<file path="config.mk">
export PLATFORM = sky130hd
export DESIGN_NAME = trigger_period_meter
export DESIGN_NICKNAME = d
export VERILOG_FILES = /design/src/rtl/trigger_period_meter_pkg.sv /design/src/rtl/trigger_period_meter_rising_edge_detect.sv /design/src/rtl/trigger_period_meter.sv
export SDC_FILE = /design/constraint.sdc
export NUM_CORES = 1
export LEC_CHECK = 0
export ABC_CLOCK_PERIOD_IN_PS = 3600
export CAP_MARGIN = 20
export CORE_ASPECT_RATIO = 1.2
export CORE_UTILIZATION = 55
export DETAILED_ROUTE_END_ITERATION = 8
export PLACE_DENSITY = 0.88
export SYNTH_ARGS = -nofsm -noshare
export SYNTH_HDL_FRONTEND = slang
export SYNTH_SLANG_ARGS = --single-unit
</file>
<file path="constraint.sdc">
create_clock -name clk_in -period 3.6 [get_ports clk_in]
set_input_delay 0.54 -clock clk_in [delete_from_list [all_inputs] [get_ports clk_in]]
set_output_delay 0.54 -clock clk_in [all_outputs]
set_load 0.01 [all_outputs]
</file>
<file path="src/rtl/trigger_period_meter_pkg.sv">
// Shared encodings and default sizing for the trigger period meter and trigger generator.
package trigger_period_meter_pkg;

  typedef enum logic [1:0] {
    IDLE   = 2'd0,
    ARMED  = 2'd1,
    TRACK  = 2'd2,
    LOCKED = 2'd3
  } state_t;

  localparam int DEF_CNT_W    = 8;
  localparam int DEF_TIMEOUT  = 255;
  localparam int DEF_LOCK_CNT = 2;
  // Division-factor width of the trigger generator matches the period counter.
  localparam int DIV_W        = DEF_CNT_W;
  localparam int MATCH_W      = 4;

endpackage

</file>
<file path="src/rtl/trigger_period_meter_rising_edge_detect.sv">
// Single-register rising edge detector; a level held high produces one edge.
module rising_edge_detect (
  input  logic clk_in,
  input  logic rst_in,
  input  logic sig_in,
  output logic edge_out
);

  logic sig_q;

  always_ff @(posedge clk_in) begin
    if (rst_in) sig_q <= 1'b0;
    else        sig_q <= sig_in;
  end

  assign edge_out = sig_in & ~sig_q;

endmodule

</file>
<file path="src/rtl/trigger_period_meter.sv">
// Measures rising-edge to rising-edge period of the trigger, reports lock and missing-trigger timeout.
module trigger_period_meter
  import trigger_period_meter_pkg::*;
#(
  parameter int CNT_W    = DEF_CNT_W,
  parameter int TIMEOUT  = DEF_TIMEOUT,
  parameter int LOCK_CNT = DEF_LOCK_CNT
) (
  input  logic             clk_in,
  input  logic             rst_in,
  input  logic             freq_trig_in,
  output logic [CNT_W-1:0] period_out,
  output logic             period_valid_out,
  output logic             locked_out,
  output logic             timeout_out
);

  localparam logic [CNT_W-1:0]   TMO = CNT_W'(TIMEOUT);
  localparam logic [MATCH_W-1:0] LCK = MATCH_W'(LOCK_CNT);

  state_t               state, state_nxt;
  logic [CNT_W-1:0]     cnt, cnt_nxt, period_nxt;
  logic [MATCH_W-1:0]   match, match_nxt, match_inc;
  logic                 trig_edge, same, timed_out, strobe_nxt, timeout_nxt;

  rising_edge_detect u_edge (
    .clk_in   (clk_in),
    .rst_in   (rst_in),
    .sig_in   (freq_trig_in),
    .edge_out (trig_edge)
  );

  assign same      = (cnt == period_out);
  assign match_inc = same ? match + 1'b1 : MATCH_W'(1);
  // An edge landing exactly on cnt==TIMEOUT is a legal period, not a timeout.
  assign timed_out = (state != IDLE) && (cnt == TMO) && !trig_edge;

  always_ff @(posedge clk_in) begin
    if (rst_in) begin
      state            <= IDLE;
      cnt              <= '0;
      match            <= '0;
      period_out       <= '0;
      period_valid_out <= 1'b0;
      locked_out       <= 1'b0;
      timeout_out      <= 1'b0;
    end else begin
      state            <= state_nxt;
      cnt              <= cnt_nxt;
      match            <= match_nxt;
      period_out       <= period_nxt;
      period_valid_out <= strobe_nxt;
      locked_out       <= (state_nxt == LOCKED);
      timeout_out      <= timeout_nxt;
    end
  end

  always_comb begin
    state_nxt = state;
    case (state)
      IDLE:   if (trig_edge) state_nxt = ARMED;
      ARMED:  if (trig_edge) state_nxt = (LOCK_CNT == 1) ? LOCKED : TRACK;
      TRACK:  if (trig_edge) state_nxt = (match_inc >= LCK) ? LOCKED : TRACK;
      LOCKED: if (trig_edge) state_nxt = same ? LOCKED : TRACK;
    endcase
    if (timed_out) state_nxt = IDLE;
  end

  always_comb begin
    cnt_nxt     = cnt;
    match_nxt   = match;
    period_nxt  = period_out;
    strobe_nxt  = 1'b0;
    timeout_nxt = timeout_out;
    if (trig_edge)                        cnt_nxt = CNT_W'(1);
    else if (state != IDLE && cnt != TMO) cnt_nxt = cnt + 1'b1;
    if (timed_out) begin
      match_nxt   = '0;
      timeout_nxt = 1'b1;
    end else if (trig_edge) begin
      case (state)
        IDLE:   timeout_nxt = 1'b0;
        ARMED:  begin
          period_nxt = cnt;
          strobe_nxt = 1'b1;
          match_nxt  = MATCH_W'(1);
        end
        TRACK:  begin
          period_nxt = cnt;
          strobe_nxt = 1'b1;
          match_nxt  = match_inc;
        end
        LOCKED: begin
          period_nxt = cnt;
          strobe_nxt = 1'b1;
          match_nxt  = same ? match : MATCH_W'(1);
        end
      endcase
    end
  end

endmodule
</file>
==> results.md <==
- Setup repair bufs after CTS: 0
- Reg2reg setup slack: 1.68 ns
- Vias per cell: 5.70
- Root buffer cell: clkbuf_4
- Status: complete, no violations
- Slowest cell on crit path: clkdlybuf4s50_1
- Worst setup path startpoint: freq_trig_in
- Rows: 18
- Largest net degree at the start of global routing: 17
- Critical path buffer and inverter count: 1
- Hold Crit Class: reg -> reg
- CP Capture Type: register
- I/O pins: 14
- Cts hold-fix bufs: 0
- Post-Syn Area: 0.00121 mm²
- Slew HR: 59.0%
- Area of the multi-input gates: 656 µm²
- Via count: 1,043
- Total negative slack: 0 ns
- Max incr delay on CP: 0.48 ns
- Cell Count Post-Placement: 180
- Async set-reset flop share out of synthesis: 0%
- Crit-path leading delay family: simple AND/OR/NAND/NOR gates
- RSZ-0062 raised after global routing: false
- Initial Util: 58.3%
- Distinct cells, synth: 34
- Slew at the pin closest to its max-slew limit: 0.613 ns
- Initial DRC Count: 32
- Total power: 500 µW
- Crit path kind: in -> reg
- Die extent in y: 53.3 µm
- Gr usage total: approximately a quarter
- Num CTS Buffers: 3
- Vias in the first global route: 978
- R2R cell count: 5
- RR Startpoint: match[0]$_SDFFE_PP0P_
- Max IR drop VDD: 314 µV
- Routed WL: 2.45 mm
- Req. time, crit path: 3.84 ns
- CTS H-tree lvls: 1
- Pleak: about 0.49 nW
- Diodes inserted: 0
- # DRC: 0
- Endpoints failing setup: 0
- Logic depth of the worst path, buffers included: 6
- FF+latch count, synth: 26
- Fin cells: 183
- Ys Warns: 0
- DIE AREA: 0.00239 mm²
- Setup crit end: match[0]$_SDFFE_PP0P_
- Crit-path cells: clkdlybuf4s50_1, nor2b_1, nand4b_1, nor4b_2, nand2_1, o211a_1
- Register area: 520 µm²
- Final period util: 53.7%
- Initial antenna violation count: 0
- Sequential fraction of the synthesis area: 43.1%
- Die W: 44.8 µm
- Pwr dens: 364 mW/mm²
- Clock buffer depth: 2
- Slew Viols, Final: 0
- IO buf count: 13
- First-pass GRT wire length: between 4 and 5 mm
- Global route total overflow: 0
- Drt pass-1 iters: 4
- Syn nets: 146
- Nets: 160
- Post-DRT Antenna Nets: 0
- CP Launch Type: input port
- TritonCTS clock tree: yes
- RR Endpoint: state[0]$_SDFF_PP0_
- Clock Skew: 0.0174 ns
- Drt wl/cell: 13.4 µm
- Fillers: 186
- Post-Synthesis Cells: roughly 140
- Syn Area/Cell: 8.56 µm²
- Clock Pin Slew Worst Setup and Hold Paths: 0.14 ns
- Crit-path max FO: 4
- Routability congestion estimate from global placement: roughly 0.86
- Area added between synthesis and finish: 13.8%
- Critical Path AT: 2.18 ns
- Detail Placement HPWL: between 1.5 and 2 mm
- Final Hold Viols: 0
- Main synth FF type: dfxtp_1
- CTS Sinks: 26
- Max-cap viol count: 0
- Post-synth EDFFs: 0
- Worst-Skew Late Latency: around 0.33 ns
- Cts repair resizes: 0
- Share of cells above drive strength 1: 6.54%
- Core area: 0.00207 mm²
- Fin crit period: 1.93 ns
- Fmax achieved: 517 MHz
-- routing by layer --
layer | vias to the layer above | share of wire [%] | GRT usage (%) | wire, µm
li1 | 508 | - | - | -
met1 | 496 | 41 | 27.0 | 999
met2 | 32 | 52 | 41.7 | 1260
met3 | 7 | 4.9 | 5.46 | 119
met4 | 0 | 2.5 | 12.6 | 61
met5 | - | 0 | 0 | 0
-- flip-flops by register name (all words and copies together) (netlist names) --
register          count
locked_out            1
period_valid_out      1
period_out            8
timeout_out           1
match                 4
state                 2
u_edge.sig_q          1
cnt                   8
-- metrics by stage --
step | util [%] | worst slack (ns) | cell area (µm²) | hold WS (ns)
global placement | 65.2 | 1.39 | 1350 | 0.449
global route | 66.3 | 1.50 | 1370 | 0.494
CTS | 66.3 | 1.66 | 1370 | 0.478
detailed placement | 65.2 | 1.32 | 1350 | 0.460
finish | 66.3 | 1.67 | 1370 | 0.476
floorplan | - | 1.86 | 1210 | 0.437
-- cell usage after synthesis, types with 2 or more instances --
| master | number | share of area, % |
|---|---|---|
| o21ai_1 | 4 | 1.7 |
| a21oi_1 | 14 | 5.8 |
| nand2b_1 | 2 | 1.0 |
| inv_1 | 2 | 0.62 |
| ha_1 | 2 | 2.1 |
| nand4_1 | 2 | 1.0 |
| nand3_1 | 5 | 2.1 |
| dfxtp_1 | 26 | 43 |
| nor2_1 | 12 | 3.7 |
| nand2_1 | 26 | 8.1 |
| o211ai_2 | 2 | 2.1 |
| clkbuf_1 | 2 | 0.62 |
| nor3_1 | 3 | 1.2 |
| o21ai_0 | 3 | 1.2 |
| xnor2_1 | 13 | 9.4 |
| nor2b_1 | 5 | 2.6 |
-- worst reg2reg max path: stages (launching register included) --
cell      delay (ns)
dfxtp_1         0.37
ha_1            0.32
or4_1           0.51
o32a_1          0.29
a21oi_1         0.21
a211oi_1        0.07
-- worst min-delay path by stage --
stage                                     start               endpoint  slack [ns]  cells past startpoint
final                     match[3]$_SDFFE_PP0P_  match[3]$_SDFFE_PP0P_        0.48                      2
after global routing      match[3]$_SDFFE_PP0P_  match[3]$_SDFFE_PP0P_        0.49                      2
after CTS                 match[3]$_SDFFE_PP0P_  match[3]$_SDFFE_PP0P_        0.48                      2
after detailed placement  match[3]$_SDFFE_PP0P_  match[3]$_SDFFE_PP0P_        0.46                      2
after global placement    match[3]$_SDFFE_PP0P_  match[3]$_SDFFE_PP0P_        0.45                      2
after floorplan           match[3]$_SDFFE_PP0P_  match[3]$_SDFFE_PP0P_        0.44                      2
-- cell families after synthesis --
kind of cell             count (synthesis)  share of synthesized area (%)
XOR/XNOR                                14                           10.2
adder cells (fa/ha/maj)                  2                           2.07
AO/OA/AOI/OAI                           27                           13.7
flip-flops                              26                           43.1
AND/OR/NAND/NOR                         65                           27.6
buffers and inverters                    6                           2.59
multiplexers                             1                          0.829
-- placed cells by master (no fill, tap or decap) --
cell type / netlist / layout
o211ai_2: 2 / 2
nand2_1: 26 / 26
nand4_1: 2 / 2
clkdlybuf4s50_1: 0 / 13
nor2b_1: 5 / 5
xnor2_1: 13 / 13
or3_1: 1 / 1
or2_2: 1 / 1
nand4b_1: 1 / 1
clkbuf_4: 0 / 3
mux2i_1: 1 / 1
o211ai_1: 1 / 1
o21ai_1: 4 / 4
dfxtp_1: 26 / 26
nor2b_4: 1 / 1
a211oi_1: 1 / 1
nor3_1: 3 / 3
o211a_1: 1 / 1
a21oi_1: 14 / 14
or4_4: 1 / 1
o32a_1: 1 / 1
nor2_1: 12 / 12
nand2b_1: 2 / 2
o21ai_0: 3 / 3
nand4_2: 1 / 1
and3_1: 1 / 1
nor4b_2: 1 / 1
ha_1: 2 / 2
inv_1: 2 / 2
and2_1: 1 / 1
or4_1: 1 / 1
nand3_1: 5 / 5
xor2_1: 1 / 1
-- area by class of cell --
cell class	count	area share, %
clock buffer	3	1.64
timing repair buffer	13	9.47
tap	30	2.73
multi-input combinational	109	47.7
sequential	26	37.9
inverter	2	0.546
-- power by group --
group / internal (mW) / leakage (nW) / switching (mW)
Clock: 0.0393 / 0.0138 / 0.0838
Sequential: 0.297 / 0.211 / 0.0115
Combinational: 0.0281 / 0.263 / 0.0402
Note: power is estimated with default switching activity, not from simulation.
